File: config.mk
export PLATFORM = sky130hd
export DESIGN_NAME = dda_move_sequencer
export DESIGN_NICKNAME = d
export VERILOG_FILES = /design/src/rtl/dda_pkg.sv /design/src/rtl/dda_axis.sv /design/src/rtl/dda_move_sequencer.sv
export SDC_FILE = /design/constraint.sdc
export NUM_CORES = 1
export LEC_CHECK = 0
export BUFFER_PORTS_ARGS = -buffer_cell sky130_fd_sc_hd__buf_2
export CAP_MARGIN = 10
export CORE_MARGIN = 5
export CORE_UTILIZATION = 39
export CTS_CLUSTER_DIAMETER = 150
export CTS_CLUSTER_SIZE = 24
export DETAILED_ROUTE_END_ITERATION = 10
export GPL_TIMING_DRIVEN = 0
export SETUP_SLACK_MARGIN = 0.2
export SYNTH_ARGS = -nofsm -noshare
export SYNTH_HDL_FRONTEND = slang
export SYNTH_SLANG_ARGS = --single-unit
File: constraint.sdc
create_clock -name clk -period 10.9 [get_ports clk]
set_clock_uncertainty 0.15 [all_clocks]
set_input_delay 1.635 -clock clk [delete_from_list [all_inputs] [get_ports clk]]
set_output_delay 1.635 -clock clk [all_outputs]
set_load 0.01 [all_outputs]
File: src/rtl/dda_pkg.sv
// dda_pkg: shared definitions for the DDA move sequencer.
//   state_t   - sequencer FSM states
//   status_t  - result code of the last move
//   field widths and bit positions of the per-axis command byte
package dda_pkg;

  typedef enum logic [1:0] {
    S_IDLE  = 2'd0,
    S_RUN   = 2'd1,
    S_DRAIN = 2'd2,
    S_DONE  = 2'd3
  } state_t;

  typedef enum logic [1:0] {
    ST_OK    = 2'b00,
    ST_LIMIT = 2'b01,
    ST_SW    = 2'b10,
    ST_BAD   = 2'b11
  } status_t;

  localparam int N_W     = 8;        // iteration count / DDA denominator
  localparam int FIELD_W = 8;        // one command byte per axis
  localparam int MAG_W   = 7;        // step magnitude width
  localparam int MAG_LSB = 0;        // magnitude position inside the byte
  localparam int DIR_BIT = 7;        // direction position inside the byte
  localparam int ACC_W   = N_W + 1;  // accumulator + magnitude never overflows

endpackage

File: src/rtl/dda_axis.sv
// dda_axis: one DDA axis -- accumulator, compare/subtract and step pulse timer.
//   clk, rst : clock, async active-high reset
//   load     : command accepted; clear accumulator and pulse state
//   tick     : one DDA iteration this cycle
//   kill     : force step low immediately (abort / limit)
//   mag, n   : latched magnitude and denominator
//   step     : step pulse, PULSE_W cycles wide, starts the cycle after a carry
module dda_axis
  import dda_pkg::*;
#(
  parameter int PULSE_W = 50
) (
  input  logic             clk,
  input  logic             rst,
  input  logic             load,
  input  logic             tick,
  input  logic             kill,
  input  logic [MAG_W-1:0] mag,
  input  logic [N_W-1:0]   n,
  output logic             step
);

  localparam int CNT_W = (PULSE_W > 1) ? $clog2(PULSE_W) : 1;

  logic [ACC_W-1:0] acc;
  logic [ACC_W-1:0] sum;
  logic             carry;
  logic [CNT_W-1:0] cnt;

  assign sum   = acc + {{(ACC_W-MAG_W){1'b0}}, mag};
  assign carry = (sum >= {1'b0, n});

  // cnt holds the remaining high cycles after the current one; since
  // PULSE_W < TICK_DIV a pulse always ends before the next tick.
  always_ff @(posedge clk or posedge rst) begin
    if (rst) begin
      acc  <= '0;
      cnt  <= '0;
      step <= 1'b0;
    end else if (load || kill) begin
      acc  <= '0;
      cnt  <= '0;
      step <= 1'b0;
    end else begin
      if (tick) begin
        acc <= carry ? (sum - {1'b0, n}) : sum;
      end
      if (tick && carry) begin
        step <= 1'b1;
        cnt  <= CNT_W'(PULSE_W - 1);
      end else if (cnt != '0) begin
        cnt <= cnt - 1'b1;
      end else begin
        step <= 1'b0;
      end
    end
  end

endmodule

File: src/rtl/dda_move_sequencer.sv
// dda_move_sequencer: runs an N-iteration DDA move on NAXIS step/dir axes.
//   clk, rst          : clock, async active-high reset
//   cmd_valid/ready   : command handshake (ready only in IDLE)
//   cmd_n, cmd_nx     : iteration count; per axis {dir, magnitude[6:0]}
//   abort, ls         : software abort (level), async limit switches
//   step, dir         : step pulses and latched directions
//   busy, done        : move in progress, one-cycle completion strobe
//   status, iter_left : result of last move, iterations remaining
//
// state   | meaning
// IDLE    | waiting for a command
// RUN     | prescaler running, DDA iteration on every tick
// DRAIN   | all iterations done, waiting for the last pulses to end
// DONE    | one-cycle done strobe, status updated
module dda_move_sequencer
  import dda_pkg::*;
#(
  parameter int NAXIS    = 3,
  parameter int TICK_DIV = 100,
  parameter int PULSE_W  = 50
) (
  input  logic                   clk,
  input  logic                   rst,
  input  logic                   cmd_valid,
  output logic                   cmd_ready,
  input  logic [N_W-1:0]         cmd_n,
  input  logic [FIELD_W*NAXIS-1:0] cmd_nx,
  input  logic                   abort,
  input  logic [NAXIS-1:0]       ls,
  output logic [NAXIS-1:0]       step,
  output logic [NAXIS-1:0]       dir,
  output logic                   busy,
  output logic                   done,
  output logic [1:0]             status,
  output logic [N_W-1:0]         iter_left
);

  localparam int PRESC_W = $clog2(TICK_DIV);
  localparam logic [PRESC_W-1:0] PRESC_MAX = PRESC_W'(TICK_DIV - 1);

  state_t  state, state_nxt;
  status_t status_q, status_nxt;

  logic [N_W-1:0]              n_q;
  logic [NAXIS-1:0][MAG_W-1:0] mag_q;
  logic [NAXIS-1:0][MAG_W-1:0] cmd_mag;
  logic [NAXIS-1:0]            cmd_dir;
  logic [NAXIS-1:0]            mag_nz;
  logic [NAXIS-1:0]            ls_s1, ls_s2;
  logic [PRESC_W-1:0]          presc;
  logic accept, moving, bad_cmd, lim_hit, sw_hit, kill, tick;

  always_comb begin
    bad_cmd = (cmd_n == '0);
    cmd_mag = '0;
    cmd_dir = '0;
    mag_nz  = '0;
    for (int i = 0; i < NAXIS; i++) begin
      cmd_mag[i] = cmd_nx[FIELD_W*i+MAG_LSB +: MAG_W];
      cmd_dir[i] = cmd_nx[FIELD_W*i+DIR_BIT];
      mag_nz[i]  = (mag_q[i] != '0);
      if ({1'b0, cmd_mag[i]} > cmd_n) bad_cmd = 1'b1;
    end
  end

  assign moving  = (state == S_RUN) || (state == S_DRAIN);
  assign accept  = (state == S_IDLE) && cmd_valid;
  // limit switches on axes that are not moving are irrelevant to this move
  assign lim_hit = moving && |(ls_s2 & mag_nz);
  assign sw_hit  = moving && abort;
  assign kill    = lim_hit || sw_hit;
  assign tick    = (state == S_RUN) && (presc == PRESC_MAX) && !kill;

  always_ff @(posedge clk or posedge rst) begin
    if (rst) begin
      state    <= S_IDLE;
      status_q <= ST_OK;
    end else begin
      state    <= state_nxt;
      status_q <= status_nxt;
    end
  end

  always_comb begin
    state_nxt  = state;
    status_nxt = status_q;
    case (state)
      S_IDLE: begin
        if (cmd_valid) begin
          if (bad_cmd) begin
            state_nxt  = S_DONE;
            status_nxt = ST_BAD;
          end else begin
            state_nxt = S_RUN;
          end
        end
      end
      S_RUN, S_DRAIN: begin
        if (lim_hit) begin
          state_nxt  = S_DONE;
          status_nxt = ST_LIMIT;
        end else if (sw_hit) begin
          state_nxt  = S_DONE;
          status_nxt = ST_SW;
        end else if (state == S_RUN) begin
          if (tick && (iter_left == 8'd1)) state_nxt = S_DRAIN;
        end else if (step == '0) begin
          state_nxt  = S_DONE;
          status_nxt = ST_OK;
        end
      end
      S_DONE:  state_nxt = S_IDLE;
      default: state_nxt = S_IDLE;
    endcase
  end

  always_ff @(posedge clk or posedge rst) begin
    if (rst) begin
      n_q       <= '0;
      mag_q     <= '0;
      dir       <= '0;
      iter_left <= '0;
      presc     <= '0;
      ls_s1     <= '0;
      ls_s2     <= '0;
    end else begin
      ls_s1 <= ls;
      ls_s2 <= ls_s1;
      if (accept) begin
        n_q       <= cmd_n;
        mag_q     <= cmd_mag;
        dir       <= cmd_dir;
        iter_left <= cmd_n;
        presc     <= '0;
      end else begin
        if (tick) iter_left <= iter_left - 8'd1;
        if ((state == S_RUN) && !kill) begin
          presc <= (presc == PRESC_MAX) ? '0 : presc + 1'b1;
        end
      end
    end
  end

  for (genvar g = 0; g < NAXIS; g++) begin : g_axis
    dda_axis #(
      .PULSE_W(PULSE_W)
    ) u_axis (
      .clk (clk),
      .rst (rst),
      .load(accept),
      .tick(tick),
      .kill(kill),
      .mag (mag_q[g]),
      .n   (n_q),
      .step(step[g])
    );
  end

  assign cmd_ready = (state == S_IDLE);
  assign busy      = moving;
  assign done      = (state == S_DONE);
  assign status    = status_q;

endmodule

# After elaboration in Yosys (flattened, before gate mapping)
# Cells that the tools add are included.
# totals
reg_bits	105
input_bits	39
# classes
n_bitwise	1
n_eq_ne	14
magnitude_cmp	6
reduce_logical	34
muxes	50
n_addsub	11
# ops
operator	n
$mux W9	9
$mux W6	9
$add A9 B7 Y9	3
$ge A9 B8 Y1	3
$sub A9 B8 Y9	3
$mux W2	13
$gt A7 B8 Y1	3
$mux W7	3
$reduce_bool A7 Y1	3
$reduce_bool A6 Y1	3
$sub A6 B1 Y6 const B	3
$mux W8	2
$mux W1	12
$logic_and A1 B1 Y1	10
$ne A5 B5 Y1 const B	2
$reduce_bool A3 Y1	3
$eq A8 B1 Y1 const B	1
$logic_not A8 Y1	1
$ne A4 B4 Y1 const B	2
$reduce_bool A2 Y1	4
$sub A8 B1 Y8 const B	1
$add A7 B1 Y7 const B	1
$eq A7 B7 Y1 const B	1
$ne A3 B2 Y1 const B	2
16 further kinds	19

# Longest topological paths before layout
# logic_depth
depth_word	13
depth_mapped	17

# By module
# From an unflattened synthesis, not the netlist that was laid out.
# unflattened
hier_cells	904
hier_area_um2	7925.1
# by_module_without_submodules
mod	area_each_um2	instances	seq_area_each_um2	cells_per_inst
dda_move_sequencer	3179.3	1	1426.4	347
dda_axis at g_axis[2].u_axis	1584.0	1	400.4	185
dda_axis at g_axis[1].u_axis	1582.8	1	400.4	184
dda_axis at g_axis[0].u_axis	1579.0	1	400.4	188

# Worst setup path before layout
# No wires, ideal clock.
# synth_timing
path_type	reg2reg
start	register g_axis[1].u_axis.acc[4]
end	register g_axis[1].u_axis.acc[6]
n_path_buf	0
path_stages_with_launch	14
arrival_ns	3.314
period_less_slack_ns	3.590
setup_slack_ns	7.310
required_ns	10.624
path_cell_list	dfrtp_1 -> ha_1 -> and2_1 -> a31oi_1 -> nand2_1 -> o41a_1 -> xor2_1 -> ha_1 -> nand4_1 -> o21bai_1 -> or4b_4 -> a21oi_4 -> nor2_2 -> a221o_1
# synth_between
elab_chain_cells	5
elab_cells_between_ends	6
# synth_rtl
item	line	rtl
start: declaration	dda_axis.sv:25	logic [ACC_W-1:0] acc;
start signal: assignment	dda_axis.sv:46	acc <= carry ? (sum - {1'b0, n}) : sum;
$add A9 B7 Y9 (*)	dda_axis.sv:30	assign sum = acc + {{(ACC_W-MAG_W){1'b0}}, mag};
$sub A9 B8 Y9 or $ge A9 B8 Y1 (tied branches)	dda_axis.sv:46, dda_axis.sv:31	
$mux W9 (*)	dda_axis.sv:46	
$mux W9 (*)	dda_axis.sv:45	if (tick) begin
$mux W9 (*)	dda_axis.sv:40	end else if (load || kill) begin
# Mark *: on every way between the ends. The rest lies on a longest branch, timed or not. The select of a mux whose other input is x is not followed.
# A chain may end at the register's enable or synchronous reset.

# Worst setup path after layout
# layout_timing
start	register mag_q[14] (netlist bit)
end	register g_axis[2].u_axis.acc[5]
# layout_between
elab_chain_cells	8
elab_cells_between_ends	15
# layout_rtl
item	line	rtl
start: declaration	dda_move_sequencer.sv:45	logic [NAXIS-1:0][MAG_W-1:0] mag_q;
start signal: assignment	dda_move_sequencer.sv:131	mag_q <= cmd_mag;
branches (longest 8 deep; another with $add A9 B7 Y9)	--	
end signal: assignment	dda_axis.sv:46	
end: declaration	dda_axis.sv:25	
# Several ways; the timed one is not identified. The select of a mux whose other input is x is not followed.

==> impl_metrics.csv <==
group,metric,value,unit
outcome,outcome,"finished clean",
floorplanning,rows,50,
yosys,syn_inst,839,
yosys,postSynth.asyncResetShare,1.00,
clock_network,cts_tree,"yes",
clock_network,clock-sinks,105,
cells_and_area,nFillCells,1821,
placement,hpwl,14800,microns
yosys,synth_ff_type,"dfrtp_1",
routing,antenna_left,0,
floorplanning,core_region_area,0.0187,sq mm
global_route,grtUsageTotal,0.178,
yosys,synth-edff-count,0,
worst_setup_path,startpoint_type,"register",
timing,slew_viol_final,0,
cells_and_area,finalInstanceArea,0.00833,sq mm
yosys,synthSimpleGateAreaFrac,0.201,
power_and_ir_drop,power_leakage,4.06,nW
timing,worst_hold_slack,0.202,ns
clock_network,clk_pin_slew,0.07,ns
global_route,grt_pass1_wl,31300,microns
routing,via_per_inst,5.36,
routing,wl_per_cell,16.5,microns
floorplanning,die_h,148,microns
yosys,yosysMostFrequentCell,"nand2_1",
worst_setup_path,path_class,"reg2reg",
yosys,synth-adder-area-share,0.151,
global_route,grt_max_degree,60,
clock_network,insertion_delay,0.37,ns
yosys,syn_area,0.00742,sq mm
global_route,antenna_found_initial,0,
routing,wl_met1,9290,microns
floorplanning,initial_core_util,0.397,
routing,totalWireLength,18900,microns
timing,relSlewSlack,0.492,
timing,rsz0062_at_grt,"false",
yosys,synth_seq_cells,105,
cells_and_area,area_growth,12.2,%
yosys,synth_area_leaders,"dfrtp_1 (35%), ha_1 (13%), nand2_1 (6.4%)",
timing,setup_viol,0,
clock_network,clock_path_buffers,2,
cells_and_area,drive_above_1_share,0.110,
yosys,avgSynthCellArea,8.85,sq um
routing,wl_met2,8760,microns
clock_network,post_cts_buffers,0,
floorplanning,die_w,148,microns
placement,place_area,0.00803,sq mm
routing,drt_iter0_drc,458,
cells_and_area,num_antenna_cells,0,
worst_setup_path,required,10.96,ns
timing,period_share,0.400,
yosys,synth_top_family_by_area,"simple AND/OR/NAND/NOR gates",
run,max-cap-violations,0,
routing,wl_met3,546,microns
timing,hold_viol,0,
global_route,first_global_vias,6203,
floorplanning,io-pin-count,58,
worst_setup_path,endpoint_kind,"register",
timing,setup-tns-final,0,ns
placement,placed_cells,1131,
global_route,gr-total-overflow,0,
routing,firstDrtPassIters,5,
timing,tightest_slew,0.758,ns
yosys,synthXorXnorAreaFrac,0.0614,
clock_network,cts.root.buffer_cell,"clkbuf_16",
routing,highest_layer,"met4",
placement,preCtsSetupSlack,6.53,ns
routing,drc_errors,0,
yosys,ys_seq_area_frac,0.354,
clock_network,numCtsBuffers,9,
floorplanning,die_area,0.0219,sq mm
timing,fin_ws,6.54,ns
clock_network,cts_resized,0,
placement,gp_congestion,0.818,
worst_setup_path,r2r_slack,6.54,ns
yosys,synth_top_cell_by_area,"dfrtp_1",
placement,numPortBuffers,57,
cells_and_area,final_nets,1033,
yosys,synth_mux_area_frac,0.0233,
power_and_ir_drop,vdd_drop_max,0.120,mV
clock_network,htree_levels,3,
yosys,synthTopCellsByCount,"nand2_1 (127), dfrtp_1 (105), ha_1 (80)",
yosys,yosysUniqueCellTypes,68,
yosys,synth_compound_area_frac,0.168,
yosys,yosys.area.top_type_share,0.354,
yosys,yosys_warnings,0,
cells_and_area,finalNonFillerCells,1147,
power_and_ir_drop,power_density,272,mW/mm^2
worst_setup_path,crit_fanout,10,
yosys,syn_nets,964,
worst_setup_path,cp.arrival,4.43,ns
timing,min_period,4.36,ns
routing,vias,6151,
timing,fmax,229,MHz
clock_network,cts_hold_buf,0,
hold_path,min_path_type,"reg2reg",
-- report_power, final --
| part | leakage [nW] | total (mW) | switching [mW] | internal, mW |
|---|---|---|---|---|
| combinational | 2.55 | 1.33 | 0.784 | 0.549 |
| sequential | 1.36 | 0.606 | 0.108 | 0.498 |
| clock | 0.149 | 0.331 | 0.159 | 0.171 |
| total | 4.06 | 2.27 | 1.05 | 1.22 |
-- final timing paths --
| check | endpoint | from | cells past startpoint |
|---|---|---|---|
| worst max register to register | g_axis[2].u_axis.acc[5] | mag_q[14] | 16 |
| worst min register to register | ls_s2[2] | ls_s1[2] | 0 |
| max in group asynchronous | mag_q[19] | rst | 3 |
| worst max-delay path | g_axis[2].u_axis.acc[5] | mag_q[14] | 16 |
| min in group asynchronous | state[0] | rst | 2 |
| worst min-delay path | ls_s2[2] | ls_s1[2] | 0 |
-- worst max-delay path, cell delays in order (launching register included) --
cell and delay [ns]:
dfrtp_1 0.38, ha_1 0.18, inv_1 0.05, fa_1 0.40, nand2b_1 0.18, a21oi_1 0.18, or2_1 0.19, xor2_1 0.24
ha_1 0.32, nand4_1 0.14, nor2_1 0.06, nor2_1 0.08, o2111ai_1 0.16, a21oi_1 0.48, buf_1 0.60, mux2i_1 0.30
o21ai_0 0.11
-- placed cells by master (no fill, tap or decap), types with 4 or more instances in the layout --
cell         n
nand2_1    127
dfrtp_1    105
ha_1        80
buf_2       60
nor2_1      56
inv_1       53
o21ai_0     49
a21oi_1     49
xnor2_1     38
nor3_1      26
nand4_1     18
a21o_1      17
nand3_1     15
mux2i_1     15
nor2b_1     14
xor2_1      14
clkbuf_1    13
o21ai_1     10
o21a_1      10
clkbuf_16    9
and3_1       8
a22o_1       8
nand2b_1     8
nor4_1       6
fa_1         6
and2_1       5
buf_4        5
o31a_1       4
a211oi_1     4
o21bai_1     4
a31oi_1      4
o211ai_1     4
-- area by class of cell --
| class | count | area [sq um] | area share |
|---|---|---|---|
| multi-input combinational | 658 | 4490 | 0.539 |
| sequential | 105 | 2630 | 0.315 |
| tap | 234 | 293 | 0.0351 |
| timing repair buffer | 58 | 313 | 0.0375 |
| clock inverter | 5 | 47.5 | 0.00571 |
| clock buffer | 11 | 253 | 0.0303 |
| inverter | 54 | 205 | 0.0246 |
| buffer | 22 | 105 | 0.0126 |
-- sequential cells by signal (all words and copies together) (netlist names) --
register            cells
mag_q                  21
iter_left               8
g_axis.u_axis.acc      27
ls_s1                   3
n_q                     8
ls_s2                   3
dir                     3
status                  2
presc                   7
state                   2
g_axis.u_axis.cnt      18
g_axis.u_axis.step      3
-- metrics by stage --
step / util / total power [mW]
CTS: 0.445 / 2.28
floorplan: - / 1.60
detailed placement: 0.429 / 1.94
global route: 0.445 / 2.47
global placement: 0.428 / 1.93
finish: 0.445 / 2.27
-- cells by family (layout without fill, tap and decap cells) --
group                    Yosys count  count (layout)
multiplexers                      17              17
adder cells (fa/ha/maj)           86              86
flip-flops                       105             105
AO/OA/AOI/OAI                    192             192
XOR/XNOR                          52              52
buffers and inverters             76             150
AND/OR/NAND/NOR                  311             311
-- routing by layer --
layer,GRT usage,vias up
met4,0.0517,0
met5,0,-
met3,0.0236,19
met1,0.244,2935
met2,0.296,100
li1,-,3097
Power figures use the tool's default switching activity.
